===== src/rtl/pmem_arbiter.sv =====
// Round-robin arbiter that shares one 64-bit physical memory port between the
// I-cache (fills) and D-cache (fills/writebacks), one 4-beat line burst at a time.
module pmem_arbiter #(
  parameter int BEATS  = 4,
  parameter int BEAT_W = 64,
  parameter int LINE_W = 256
) (
  input  logic              clk,
  input  logic              rst,
  input  logic [31:0]       i_address,
  input  logic              i_read,
  output logic [LINE_W-1:0] i_rdata,
  output logic              i_resp,
  input  logic [31:0]       d_address,
  input  logic              d_read,
  input  logic              d_write,
  input  logic [LINE_W-1:0] d_wdata,
  output logic [LINE_W-1:0] d_rdata,
  output logic              d_resp,
  output logic [31:0]       pmem_address,
  output logic              pmem_read,
  output logic              pmem_write,
  output logic [BEAT_W-1:0] pmem_wdata,
  input  logic [BEAT_W-1:0] pmem_rdata,
  input  logic              pmem_resp
);
  localparam int CNT_W = $clog2(BEATS);
  localparam logic [31:0] LINE_MASK = 32'(LINE_W / 8 - 1);

  typedef enum logic [1:0] {IDLE, BURST, DONE} state_t;

  state_t            state, state_next;
  logic [CNT_W-1:0]  beat, beat_inc;
  logic              last_beat;
  logic              last_d, gnt_d, is_write;
  logic              i_req, d_req, grant_d;
  logic [31:0]       req_address;
  logic [LINE_W-1:0] line_q, line_fill;

  assign i_req       = i_read;
  assign d_req       = d_read | d_write;
  // On a tie the side that did not win last time gets the port.
  assign grant_d     = d_req && (!i_req || !last_d);
  assign req_address = grant_d ? d_address : i_address;
  assign beat_inc    = beat + 1'b1;
  assign last_beat   = (beat == CNT_W'(BEATS - 1));

  always_comb begin
    line_fill = line_q;
    line_fill[int'(beat) * BEAT_W +: BEAT_W] = pmem_rdata;
  end

  always_ff @(posedge clk or negedge rst) begin
    if (!rst) state <= IDLE;
    else      state <= state_next;
  end

  always_comb begin
    state_next = state;
    unique case (state)
      IDLE:    if (i_req || d_req) state_next = BURST;
      BURST:   if (pmem_resp && last_beat) state_next = DONE;
      DONE:    state_next = IDLE;
      default: state_next = IDLE;
    endcase
  end

  // The response pulse is registered on the BURST->DONE edge so it is high
  // exactly during the DONE cycle, together with the final line data.
  always_ff @(posedge clk or negedge rst) begin
    if (!rst) begin
      beat         <= '0;
      last_d       <= 1'b1;
      gnt_d        <= 1'b0;
      is_write     <= 1'b0;
      line_q       <= '0;
      i_rdata      <= '0;
      d_rdata      <= '0;
      i_resp       <= 1'b0;
      d_resp       <= 1'b0;
      pmem_address <= '0;
      pmem_read    <= 1'b0;
      pmem_write   <= 1'b0;
      pmem_wdata   <= '0;
    end else begin
      i_resp <= 1'b0;
      d_resp <= 1'b0;
      unique case (state)
        IDLE: begin
          if (i_req || d_req) begin
            gnt_d        <= grant_d;
            last_d       <= grant_d;
            is_write     <= grant_d && d_write;
            beat         <= '0;
            pmem_address <= req_address & ~LINE_MASK;
            pmem_read    <= !(grant_d && d_write);
            pmem_write   <= grant_d && d_write;
            pmem_wdata   <= d_wdata[BEAT_W-1:0];
            if (grant_d && d_write) line_q <= d_wdata;
          end
        end
        BURST: begin
          if (pmem_resp) begin
            beat       <= beat_inc;
            pmem_wdata <= line_q[int'(beat_inc) * BEAT_W +: BEAT_W];
            if (!is_write) line_q <= line_fill;
            if (last_beat) begin
              pmem_read  <= 1'b0;
              pmem_write <= 1'b0;
              if (gnt_d) d_resp <= 1'b1;
              else       i_resp <= 1'b1;
              if (!is_write) begin
                if (gnt_d) d_rdata <= line_fill;
                else       i_rdata <= line_fill;
              end
            end
          end
        end
        default: ;
      endcase
    end
  end
endmodule


===== config.mk =====
export PLATFORM = sky130hd
export DESIGN_NAME = pmem_arbiter
export DESIGN_NICKNAME = d
export VERILOG_FILES = /design/src/rtl/pmem_arbiter.sv
export SDC_FILE = /design/constraint.sdc
export NUM_CORES = 2
export LEC_CHECK = 0
export BUFFER_PORTS_ARGS = -buffer_cell sky130_fd_sc_hd__buf_2
export CAP_MARGIN = 20
export CORE_AREA = 2 2 388 390
export CTS_CLUSTER_SIZE = 20
export DETAILED_ROUTE_END_ITERATION = 7
export DIE_AREA = 0 0 390 392
export PLACE_DENSITY_LB_ADDON = 0.3
export SYNTH_ARGS = -nofsm -noshare
export SYNTH_HDL_FRONTEND = slang
export SYNTH_SLANG_ARGS = --single-unit

===== constraint.sdc =====
create_clock -name clk -period 2.64 [get_ports clk]
set_clock_uncertainty 0.05 [all_clocks]
set_input_delay 0.528 -clock clk [delete_from_list [all_inputs] [get_ports clk]]
set_output_delay 0.528 -clock clk [all_outputs]
set_load 0.03 [all_outputs]

==> metrics.yaml <==
sta:
  setup_viol: 0
  max_freq_ghz: 0.392
  period_share_pct: 96.6
  report.final.slew_viol_count: 0
  finalHoldViolations: 0
  fin_setup_tns_ns: 0
  setup_slack_ns: 0.0906
  rsz0062_at_grt: "no"
  final.min_clock_period_ns: 2.55
  relSlewSlack_pct: 26.8
  tightest_slew_ns: 1.10
logic_synthesis:
  yosys.area.top_type: "dfrtp_1"
  dominantRegCellSynth: "dfrtp_1"
  synth-seq-cells: 870
  netlist_instances: 3818
  syn_avg_cell_area_um2: 10.3
  synth_edf_count: 0
  syn_area_um2: 39300
  yosysSeqAreaShare_pct: 55.3
  synth.distinct_cells: 48
  async_reset_ff_share_pct: 100
  synth.top_cell.area_share_pct: 55.3
  yosys_warnings: 0
  synthTopCellsByArea: "dfrtp_1, a21oi_1, o2bb2ai_1"
power:
  swShare_pct: 46.8
  leakagePower_nw: 24.2
  power_frac_clock_pct: 20.2
  p_per_area_nw_per_um2: 1470
  pwr-share-seq_pct: 29.4
  switchingPower_mw: 36.4
  finalPower_mw: 77.6
  intPower_mw: 41.3
  peakVddDrop_uv: 799
  combPwrFrac_pct: 50.4
route:
  dr_wl_met3_um: 15800
  drtPass1Iterations: 8
  wirelength_um: 180000
  drtIter0Drc: 3411
  ant_nets: 0
  vias: 36200
  met2_length_um: 83100
  wl_met1_um: 73500
  detail_route.wl_per_cell_um: 25.7
  dr.max_layer_used: "met5"
  drc: 0
  viasPerCell: 5.18
floorplanning:
  core_area_um2: 149000
  die_y_um: 392
  fp-row-count: 142
  initial_core_util_pct: 26.4
  io_pins: 1002
  die_w_um: 390
  dieArea_um2: 153000
setup_path:
  max_stage_delay_ns: 0.87
  cp.required_ns: 3.22
  crit_slowest_cell: "nor2_4"
  critPathKind: "flip-flop to flip-flop"
  critPathMaxFanout: 23
  crit_arrival_ns: 3.12
  r2r_end: "pmem_wdata[28]"
  worst_setup_path_start_kind: "flip-flop"
  crit_path_cell_trace: "buf_4 -> nor2_4 -> buf_4 -> a222oi_1 -> o21ai_0"
  r2r_cells: 5
  crit_path_end_kind: "flip-flop"
  rrSetupSlack_ns: 0.09
  path_common_cell: "buf_4"
  crit_buf_inv: 2
  cpLargestDelayFamily: "simple AND/OR/NAND/NOR gates"
  r2r_start: "beat[0]"
global_route:
  grt_overflow: 0
  grt_pass1_wl_um: 256000
  first_global_vias: 35800
  grt_usage_pct: 22.6
  grt_max_degree: 101
  antenna_found_initial: 55
finish:
  drive_gt1_share_pct: 30.5
  most-common-layout-cells: "buf_2, dfrtp_1, a21oi_1"
  final_area_um2: 52900
  areaGrowthSynthToFinish_pct: 34.5
  mostFrequentLayoutCell: "buf_2"
  layout.nets: 5323
clock_tree:
  cts.sinks: 870
  cts_tree: "done"
  clk_latency_ns: 0.75
  cts_setup_buffers: 0
  cts_htree_levels: 3
  cts_made_buffers: 102
  clkTransAtPathRegs_ns: 0.06
  cts_buffer_depth: 3
  root_buffer: "clkbuf_16"
job:
  maxCapViolations: 0
placed_design:
  pre_cts_ws_ns: 0.124
  port_buffers: 986
  post_dp_cell_area_um2: 47300
  hpwl_um: 129000
  gp_congestion: 0.879
worst_hold_path:
  hold_class: "primary input to flip-flop"
  hp-start: "i_address[27]"
  hold_path_end: "pmem_address[27]"
  holdPathStages: 3
run_status:
  status: "completed"
## logic make-up (layout without fill, tap and decap cells)
family                     after synthesis  after routing  synth area share, %
AOI/OAI and AO/OA                     1448           1448                 23.3
and+or+nand+nor                        980            980                 12.0
DFF                                    870            870                 55.3
buffers and inverters                  359           1552                 4.81
muxes                                  154            154                 4.41
adders and majority gates                6              6                0.191
other                                    1             42              0.00953
## worst max-delay path by stage
stage | from | end | slack, ns | cells after the start
6_report | beat[0] | pmem_wdata[28] | 0.09 | 5
5_1_grt | beat[0] | d_rdata[251] | 0.02 | 7
4_1_cts | beat[0] | d_rdata[252] | 0.05 | 7
3_5_place_dp | state[1] | pmem_wdata[11] | 0.12 | 5
3_3_place_gp | beat[0] | pmem_wdata[30] | 0.14 | 6
2_1_floorplan | beat[0] | pmem_wdata[10] | 0.15 | 8
## stage by stage
| step | utilization (%) | std cells | hold slack (ns) |
|---|---|---|---|
| 6_report | 35.5 | 6996 | 0.0693 |
| 5_1_grt | 35.5 | 6983 | 0.0363 |
| 4_1_cts | 35.5 | 6958 | 0.000834 |
| 3_5_place_dp | 31.8 | 6595 | 0.402 |
| 3_3_place_gp | 31.8 | 6595 | 0.401 |
| 2_1_floorplan | - | 3822 | 0.182 |
## registers in the layout, indices dropped and copies added (netlist names)
signal	flops
i_resp	1
pmem_write	1
pmem_address	27
i_rdata	256
gnt_d	1
d_rdata	256
pmem_read	1
is_write	1
state	2
d_resp	1
last_d	1
line_q	256
beat	2
pmem_wdata	64
## synth_stat cells (all sizes together) (2+ instances only)
| master | n |
|---|---|
| dfrtp | 869 |
| a21oi | 540 |
| nand2 | 358 |
| o21ai | 350 |
| nor2 | 261 |
| nor2b | 260 |
| o2bb2ai | 256 |
| a22oi | 231 |
| buf | 217 |
| clkbuf | 138 |
| mux2 | 124 |
| a222oi | 61 |
| and2 | 32 |
| mux2i | 27 |
| and3 | 25 |
| nor3b | 25 |
| ha | 6 |
| nor3 | 6 |
| inv | 4 |
| a32oi | 3 |
| mux4 | 3 |
| nand2b | 3 |
| nor4 | 2 |
| nor4bb | 2 |
| o211ai | 2 |
| or3 | 2 |
## what timing repair did
item / 4_1_cts / 5_1_grt
endpoints found under the hold margin: 168 / 0
hold buffers: 171 / 0
endpoints found under the setup margin: 0 / 2
gates resized for setup: 0 / 1
## power groups by stage
stage / logic, mW / clock network, mW / registers [mW]
6_report: 39.2 / 15.7 / 22.8
2_1_floorplan: 16.5 / 0 / 29.8
5_1_grt: 41.5 / 16.5 / 23.4
3_5_place_dp: 38.7 / 0 / 22.8
3_3_place_gp: 38.4 / 0 / 22.7
4_1_cts: 39.0 / 16.0 / 22.7
## worst reg2reg max path, stage by stage (launching register included)
cell,delay (ns)
dfrtp_1,0.38
buf_4,0.22
nor2_4,0.87
buf_4,0.55
a222oi_1,0.14
o21ai_0,0.23
## area by class of cell
| class | instances | area [um^2] |
|---|---|---|
| Fill cell | 15300 | 96000 |
| Sequential cell | 870 | 21800 |
| Multi-Input combinational cell | 2593 | 15900 |
| Timing Repair Buffer | 1356 | 8950 |
| Clock buffer | 134 | 2900 |
| Tap cell | 1944 | 2430 |
| Clock inverter | 58 | 866 |
| Antenna cell | 37 | 92.6 |
| Inverter | 4 | 15.0 |
## layer usage
metal  global-route usage [%]  vias up
li1                         -    16000
met1                     29.4    18100
met2                     35.3     1724
met3                     5.79      352
met4                     10.2       32
met5                        0        -
Note: power is estimated with default switching activity, not from simulation.
